[src/rtl/sprite_arb_pkg.sv]
// Shared types and defaults for the sprite ROM fetch arbiter.
// The tag index width covers the four sprite layers feeding Color_Mapper.
package sprite_arb_pkg;

    localparam int N_REQ_DEF   = 4;
    localparam int ADDR_W_DEF  = 19;
    localparam int DATA_W_DEF  = 24;
    localparam int ROM_LAT_DEF = 2;
    localparam int IDX_W       = 2;

    typedef enum logic [IDX_W-1:0] {
        REQ_END   = 2'd0,
        REQ_PEA   = 2'd1,
        REQ_ZOM   = 2'd2,
        REQ_PLANT = 2'd3
    } req_idx_e;

    typedef struct packed {
        logic             valid;
        logic [IDX_W-1:0] index;
    } tag_t;

endpackage

[src/rtl/sprite_fetch_arbiter_rr_arbiter.sv]
// Combinational one-hot arbiter: round-robin from last_gnt+1 by default,
// lowest-index fixed priority when SPRITE_ARB_FIXED_PRIO_EN is defined.
module rr_arbiter
    import sprite_arb_pkg::*;
#(
    parameter int N_REQ = N_REQ_DEF
) (
    input  logic [N_REQ-1:0] req,
    input  logic [IDX_W-1:0] last_gnt,
    output logic [N_REQ-1:0] gnt,
    output logic [IDX_W-1:0] gnt_idx,
    output logic             gnt_any
);

    logic [IDX_W-1:0] cand;

`ifdef SPRITE_ARB_FIXED_PRIO_EN
    logic unused_last_gnt;
    assign unused_last_gnt = ^last_gnt;
`endif

    always_comb begin
        gnt     = '0;
        gnt_idx = '0;
        gnt_any = 1'b0;
        cand    = '0;
        for (int k = 0; k < N_REQ; k++) begin
`ifdef SPRITE_ARB_FIXED_PRIO_EN
            cand = IDX_W'(k);
`else
            cand = IDX_W'((int'(last_gnt) + 1 + k) % N_REQ);
`endif
            // First requesting candidate in search order wins; empty slots are skipped.
            if (!gnt_any && req[cand]) begin
                gnt_any   = 1'b1;
                gnt[cand] = 1'b1;
                gnt_idx   = cand;
            end
        end
    end

endmodule

[src/rtl/sprite_fetch_arbiter.sv]
// Shares the sprite ROM read port among the layer fetchers, one read per clock.
// Define SPRITE_ARB_FIXED_PRIO_EN for fixed priority (END > pea > zombie > plant).
module sprite_fetch_arbiter
    import sprite_arb_pkg::*;
#(
    parameter int N_REQ   = N_REQ_DEF,
    parameter int ADDR_W  = ADDR_W_DEF,
    parameter int DATA_W  = DATA_W_DEF,
    parameter int ROM_LAT = ROM_LAT_DEF
) (
    input  logic                    CLK,
    input  logic                    Reset_n,
    input  logic                    blank,
    input  logic [N_REQ-1:0]        req,
    input  logic [N_REQ*ADDR_W-1:0] addr,
    output logic [N_REQ-1:0]        gnt,
    output logic                    rom_rd,
    output logic [ADDR_W-1:0]       rom_addr,
    input  logic [DATA_W-1:0]       rom_data,
    output logic [N_REQ-1:0]        rsp_valid,
    output logic [DATA_W-1:0]       rsp_data
);

    logic [N_REQ-1:0] req_eff;
    logic [IDX_W-1:0] last_gnt;
    logic [IDX_W-1:0] gnt_idx;
    logic             gnt_any;
    tag_t             tag_p [ROM_LAT];

    assign req_eff = blank ? req : '0;

    rr_arbiter #(
        .N_REQ (N_REQ)
    ) u_arb (
        .req      (req_eff),
        .last_gnt (last_gnt),
        .gnt      (gnt),
        .gnt_idx  (gnt_idx),
        .gnt_any  (gnt_any)
    );

    // Stage p0: grant edge registers the ROM request and launches its tag.
    // Tag stages then track the ROM latency so the response lands on the issuer.
    always_ff @(posedge CLK or negedge Reset_n) begin
        if (!Reset_n) begin
            last_gnt  <= IDX_W'(N_REQ - 1);
            rom_rd    <= 1'b0;
            rom_addr  <= '0;
            for (int k = 0; k < ROM_LAT; k++) tag_p[k] <= '0;
            rsp_valid <= '0;
            rsp_data  <= '0;
        end else begin
            rom_rd <= gnt_any;
            if (gnt_any) begin
                last_gnt <= gnt_idx;
                rom_addr <= addr[gnt_idx*ADDR_W +: ADDR_W];
            end
            tag_p[0] <= '{valid: gnt_any, index: gnt_idx};
            for (int k = 1; k < ROM_LAT; k++) tag_p[k] <= tag_p[k-1];

            rsp_valid <= '0;
            if (tag_p[ROM_LAT-1].valid) begin
                rsp_valid[tag_p[ROM_LAT-1].index] <= 1'b1;
                rsp_data                          <= rom_data;
            end
        end
    end

endmodule

[config.mk]
export PLATFORM = sky130hd
export DESIGN_NAME = sprite_fetch_arbiter
export DESIGN_NICKNAME = d
export VERILOG_FILES = /design/src/rtl/sprite_arb_pkg.sv /design/src/rtl/sprite_fetch_arbiter_rr_arbiter.sv /design/src/rtl/sprite_fetch_arbiter.sv
export SDC_FILE = /design/constraint.sdc
export NUM_CORES = 1
export LEC_CHECK = 0
export ABC_AREA = 1
export BUFFER_PORTS_ARGS = -buffer_cell sky130_fd_sc_hd__clkbuf_2
export CORE_MARGIN = 5
export CORE_UTILIZATION = 42
export CTS_CLUSTER_DIAMETER = 50
export DETAILED_ROUTE_END_ITERATION = 12
export PLACE_DENSITY = 0.86
export SETUP_SLACK_MARGIN = 0.02
export SYNTH_ARGS = -nofsm -noshare
export SYNTH_HDL_FRONTEND = slang
export SYNTH_SLANG_ARGS = --single-unit
[constraint.sdc]
create_clock -name CLK -period 2.6 [get_ports CLK]
set_clock_uncertainty 0.2 [all_clocks]
set_input_delay 0.13 -clock CLK [delete_from_list [all_inputs] [get_ports CLK]]
set_output_delay 0.13 -clock CLK [all_outputs]
set_load 0.03 [all_outputs]
==> metrics.md, run 1 <==
| Metric | Value |
|---|---|
| Critical path class | `reg -> out` |
| Critical Path AT | `approximately 2.2 ns` |
| Leak | `about 0.0031 uW` |
| Overall routed net length | `12800 um` |
| Rel. slew slack | `between 40% and 50%` |
| CP startpoint kind | `register` |
| Critical Path Sink Type | `primary output` |
| Initial Util | `43.6%` |
| Yosys warns | `0` |
| Maxcap violations | `0` |
| Hold_sp | `addr[46]` |
| DIE WIDTH | `97.2 um` |
| Max clock buf depth | `2` |
| Final Critical Period | `2.56 ns` |
| H-tree Lvls | `2` |
| Mapped Cells | `448` |
| Final Util | `76.2%` |
| R2R setup slack | `0.06 ns` |
| CTS tree | `yes` |
| Die area | `approximately 0.0094 mm2` |
| Fill cells | `approximately 460` |
| Port Buf Inserts | `approximately 160` |
| Synth-to-layout area growth | `75.0%` |
| Max FO, Critical Path | `5` |
| Clk Latency, worst-skew pair | `0.30 ns` |
| Final antenna-violating net count | `0` |
| Largest area contributor in the synthesized netlist | `dfrtp_1` |
| WHS Endpoint | `rom_addr[8]` |
| Post-synth top area share | `between 40% and 50%` |
| Mapped Avg Cell Area | `around 7.1 um2` |
| Final worst path period share | `98.6%` |
| Initial antenna violation count | `2` |
| Worst Tran Pin Value | `0.800 ns` |
| Worst-path clk slew | `0.09 ns` |
| Register area | `0.00138 mm2` |
| DPL Wire Length | `7230 um` |
| Routed via count | `4102` |
| First-pass GRT wire length | `~19000 um` |
| RSZ-0062 raised after global routing | `yes` |
| Placed Area | `0.00419 mm2` |
| Die Ht | `97.2 um` |
| Routed vias/inst | `around 5` |
| Status | `finished clean` |
| Fin nets | `837` |
| Reg2reg path depth | `14` |
| Sequential area share after synthesis | `43.2%` |
| RD Place Congestion | `0.912` |
| Pwr/cell area | `~1700 mW/mm2` |
| Pins Over Slew Limit | `0` |
| RR Startpoint | `last_gnt[0]` |
| Rows | `31` |
| Clock Sinks | `55` |
| Final Hold Viols | `0` |
| Mapped cell area | `0.00319 mm2` |
| Largest net degree at the start of global routing | `30` |
| Share of cells above drive strength 1 | `36.1%` |
| Reg2reg end | `rom_addr[15]` |
| Routed len/inst | `15.6 um` |
| Initial DRC count | `212` |
| Max Fclk | `390 MHz` |
| Hold WC Path Type | `in -> reg` |
| GRT Overall Usage | `24.5%` |
| Fin area | `0.00559 mm2` |
| Hold Slack | `0.00751 ns` |
| Cts bufs inserted | `5` |
| DRC Markers | `0` |
| Cells after DPL | `711` |
| Ranking of synthesized cells by area | `dfrtp_1, nand2_1, nand3_1` |
| GR Overflow Total | `0` |
| Root cell of the clock tree | `clkbuf_8` |
| Num ports | `159` |
| Synth Register Bits | `55` |
| Footprint of the multi-input gates | `0.00176 mm2` |
| WP data required | `2.27 ns` |
| Yosys cell types | `28` |
| Total core area | `0.00733 mm2` |
| DR pass1 iterations | `5` |
| Final non-filler cell total | `824` |
| Number of global-route vias before repair | `between 3000 and 4000` |
| Worst VDD drop | `1.53 mV` |
| Net Count, Synth | `between 500 and 600` |
| Final setup viols | `0` |
| Hold path depth | `7` |
[stage by stage]
| stage | setup TNS (ns) | power, uW | setup slack [ns] |
|---|---|---|---|
| after floorplan | 0 | 5510 | 0.0594 |
| after global placement | 0 | 6890 | 0.0795 |
| after detailed placement | -0.117 | 7100 | -0.0563 |
| after CTS | 0 | 8070 | 0.0242 |
| after global routing | -0.511 | 10200 | -0.0857 |
| final | 0 | 9500 | 0.0363 |
[layout make-up]
class,count,share of cell area [%]
inverter,33,2.53
sequential,55,24.7
tap,99,2.22
clock buffer,5,1.23
clock inverter,3,0.784
antenna,2,0.0896
multi-input combinational,342,31.6
timing repair buffer,285,36.9
[state kept, by name, summed over array words and instances, names as in the netlist]
signal / flops
rsp_data: 24
rsp_valid: 4
last_gnt: 2
rom_addr: 19
tag_p: 6
[layer usage]
layer	global-route usage, %	part of all wire [%]
met5	0	0
met4	10.0	4.0
met3	6.96	8.1
met2	43.0	51
met1	27.9	37
[layout by cell type (no fill, tap or decap), types with 4 or more instances in the layout]
cell           synthesis  final
o211ai_1               4      4
buf_6                  2      6
clkbuf_2               0    154
dlygate4sd3_1          0     78
nand3_2                5      8
nor3_1                 5      4
clkbuf_8               0      5
nand3_4                0      4
dfrtp_1               53     53
or2_1                  5      5
inv_4                  1      5
nand2_4                2      5
nand2_2                5      4
nand3_1               53     46
nand2_1              235    234
buf_4                  6     39
inv_1                 26     24
ha_1                   8      4
buf_12                 0      4
[worst max-delay path by stage]
stage                     start            to  slack [ns]  cells after the start
finish              last_gnt[1]        gnt[1]        0.04                      8
global route        last_gnt[0]        gnt[1]       -0.09                      9
CTS                 last_gnt[0]        gnt[1]        0.02                     11
detailed placement  last_gnt[0]  rom_addr[15]       -0.06                     13
global placement    last_gnt[0]  rom_addr[17]        0.08                     14
floorplan           last_gnt[0]  rom_addr[18]        0.06                     13
[cells in the mapped netlist (all sizes together)]
library cell	n
a21oi	2
a22oi	5
and2	1
buf	15
clkbuf	5
dfrtp	53
dfstp	2
ha	8
inv	33
nand2	242
nand3	58
nand3b	1
nand4	1
nor2	5
nor3	5
o211ai	4
o21ai	2
or2	6
[critical path, cell delays in order (launching register included)]
cell	delay (ns)
dfstp_2	0.57
buf_4	0.15
ha_2	0.24
nor2_4	0.05
nand3b_1	0.16
nand2_2	0.12
nand4_4	0.15
o211ai_1	0.28
buf_4	0.21
[what timing repair did]
| action | 4_1_cts | 5_1_grt |
|---|---|---|
| gates resized for setup | 21 | 43 |
| setup endpoints to repair | 17 | 23 |
| hold buffers | 78 | 0 |
| hold endpoints to repair | 64 | 0 |
| pin swaps | 9 | 19 |
| buffers inserted | 9 | 13 |
| cloned | 0 | 3 |
[kinds of logic after synthesis]
kind of cell / synth area share (%)
buf+inv: 7.76
simple gates: 43.1
flops: 43.2
compound gates: 2.86
fa+ha+maj: 3.13
[where the power goes]
part,switching (uW),internal (uW),total [uW]
registers,228,1270,1500
clock network,264,287,551
logic,4430,3020,7450
Power figures use the tool's default switching activity.
==> inputs of run 2 (changes only) <==
- PLACE_DENSITY: 0.86 -> 0.85
- SETUP_SLACK_MARGIN: 0.02 -> 0.2
- SYNTH_HIERARCHICAL: not set -> 1
==> run 2 against run 1 <==
- critical path depth grew 7
- routed wire length shrank 5.9%
- first-iteration DRC count grew 8.5%
- highest routed layer unchanged
==> metrics.md, run 2 <==
| Metric | Value |
|---|---|
| Worst VDD drop | `1.05 mV` |
| Clock network fraction of design power | `under 10%` |
| Port Buf Inserts | `158` |
| Mux share of post-synthesis cell area | `0%` |
| EDFF count, synth | `0` |
| Adder-Cell Fraction of Synth Area | `around 2.3%` |
| Synth Area in Compound Gates | `3.34%` |
| Root cell of the clock tree | `clkbuf_8` |
| M2 GR Usage | `41.1%` |
| Leak | `0.00317 uW` |
| PnR worst setup slack | `roughly 0.08 ns` |
| Initial Util | `between 40% and 50%` |
| Num ports | `approximately 160` |
| Die area | `just under 0.01 mm2` |
| First-pass GRT wire length | `19100 um` |
| DPL Wire Length | `about 7600 um` |
| Rows | `32` |
| DIE WIDTH | `99.1 um` |
| Share of cells above drive strength 1 | `38.0%` |
| Final Critical Period | `2.52 ns` |
| Post-synth top area share | `39.8%` |
| Synth Register Bits | `55` |
| N_diodes | `0` |
| Sequential power share | `17.8%` |
| Mapped cell area | `0.00333 mm2` |
| Final setup viols | `0` |
| Synth-to-layout area growth | `61.4%` |
| Net Count, Synth | `598` |
| Fill cells | `566` |
| Clock Sinks | `55` |
| Mapped Avg Cell Area | `roughly 7 um2` |
| Overall routed net length | `12100 um` |
| Max clock buf depth | `2` |
| WP data required | `2.60 ns` |
| Sequential area share after synthesis | `between 40% and 50%` |
| DRC Markers | `0` |
| Cell Int Power | `4100 uW` |
| Synth top cells by count | `nand2_1, inv_1, dfrtp_1` |
| Pwr/cell area | `1600 mW/mm2` |
| Post-Synth XOR/XNOR Area | `0%` |
| Most common cell after layout, fill and taps aside | `nand2_1` |
| GRT busiest layer | `met2` |
| Cts bufs inserted | `5` |
| Synth Area in Simple Gates | `between 30% and 40%` |
| Fin nets | `829` |
| RSZ-0062 raised after global routing | `yes` |
| GR Overflow Total | `0` |
| Switching Share | `52.4%` |
| Total core area | `0.00773 mm2` |
| Number of flip-flops in the largest register | `24` |
| GRT Overall Usage | `23.7%` |
| H-tree Lvls | `2` |
| Max Fclk | `397 MHz` |
| Pins Over Slew Limit | `0` |
| Met1 global-route usage | `around 28%` |
| RD Place Congestion | `0.952` |
| Largest family of logic cells by synthesized area | `simple AND/OR/NAND/NOR gates` |
| Initial DRC count | `230` |
| Combinational power share | `~76%` |
| NetSw | `approximately 4500 uW` |
| Most frequent cells in the layout | `nand2_1, clkbuf_2, inv_1, dfrtp_1, dlygate4sd3_1` |
| Biggest register | `rsp_data` |
| Final worst path period share | `96.8%` |
| Yosys warns | `6` |
| Met3 Usage GRT | `under 10%` |
| Mapped Cells | `roughly 490` |
| Rel. slew slack | `55.2%` |
| Routed len/inst | `14.7 um` |
| CP startpoint kind | `register` |
| Most numerous cell in the Yosys netlist | `nand2_1` |
| Status | `finished clean` |
| Worst-path clk slew | `0.10 ns` |
| DR pass1 iterations | `6` |
| Final antenna-violating net count | `0` |
| Clk Latency, worst-skew pair | `0.30 ns` |
| Number of global-route vias before repair | `roughly 4000` |
| Worst Tran Pin Value | `0.673 ns` |
| Initial antenna violation count | `0` |
| Hold Slack | `0.00403 ns` |
| Dpl ws | `0.0409 ns` |
| Die Ht | `99.1 um` |
| Max FO, Critical Path | `17` |
| Largest net degree at the start of global routing | `56` |
| Synth async-reset ratio | `100%` |
| Maxcap violations | `0` |
| Yosys cell types | `23` |
| Critical path class | `reg -> reg` |
| Power Total | `8620 uW` |
| Critical Path AT | `~2.5 ns` |
| Routed vias/inst | `4.89` |
| Largest registers | `rsp_data (24), rom_addr (19), tag_p (6)` |
| Critical Path Sink Type | `register` |
| CTS tree | `yes` |
| Ranking of synthesized cells by area | `dfrtp_1, nand2_1, inv_1` |
| Main synth FF type | `dfrtp_1` |
| Hold WC Path Type | `in -> reg` |
| Routed via count | `4004` |
| Largest area contributor in the synthesized netlist | `dfrtp_1` |
| Final Hold Viols | `0` |
-- run 2: cells by family (layout without fill, tap and decap cells) --
group	Yosys count	after routing
buffers and inverters	107	338
AO/OA/AOI/OAI	18	18
adder cells (fa/ha/maj)	6	6
AND/OR/NAND/NOR	299	299
flip-flops	55	55
-- run 2: worst paths after layout --
kind	slack, ns	start	end	cells past startpoint
max in group asynchronous	1.43	Reset_n	rom_addr[4]	3
worst max-delay path	0.08	last_gnt[0]	rom_addr[10]	15
worst max register to register	0.08	last_gnt[0]	rom_addr[10]	15
worst min-delay path	0.004	addr[19]	rom_addr[0]	5
min in group asynchronous	0.33	Reset_n	rsp_data[9]	3
worst min register to register	0.16	tag_p[3]	tag_p[0]	0
-- run 2: area by class of cell --
class                      count  area (um2)  area share, %
inverter                      87         354           6.58
tap                          102         128           2.37
multi-input combinational    323        1720           32.0
timing repair buffer         244        1690           31.4
clock inverter                 2        37.5          0.698
clock buffer                   5        68.8           1.28
sequential                    55        1380           25.6
-- run 2: power by group through the flow --
stage	Sequential, uW	Clock [uW]	Combinational [uW]
after global placement	1520	0	4920
after global routing	1580	599	7100
after CTS	1530	565	6110
after floorplan	2180	0	3150
after detailed placement	1530	0	5030
final	1530	546	6540
-- run 2: per-layer routing --
metal,wire (um),vias up
li1,-,1922
met1,4640,1792
met5,0,-
met2,5830,248
met4,396,0
met3,1190,42
-- run 2: repair_timing --
| item | CTS | global route |
|---|---|---|
| buffers inserted | 13 | 4 |
| pin swaps | 10 | 15 |
| hold endpoints to repair | 84 | 0 |
| hold buffers | 52 | 0 |
| setup endpoints to repair | 23 | 24 |
| gates cloned | 1 | 0 |
| gates resized for setup | 52 | 33 |
-- run 2: metrics by stage --
step                TNS, ns  cells  util [%]  instance area (um2)
floorplan                 0    485         -                 3340
global placement          0    741      55.2                 4260
detailed placement        0    741      55.2                 4260
CTS                       0    814      67.6                 5230
global route        -0.0331    818      69.6                 5380
finish                    0    818      69.6                 5380
-- run 2: critical path, stage by stage (launching register included) --
cell and delay [ns]:
dfstp_2 0.62, inv_4 0.07, ha_4 0.30, inv_6 0.05, nand3_4 0.06, o21ai_4 0.06
nor2_4 0.17, nor2_4 0.07, a21oi_4 0.18, buf_12 0.18, buf_12 0.15, nand2_1 0.06
nand3_1 0.08, nand2_1 0.05, nand2_1 0.06, nand2_1 0.05
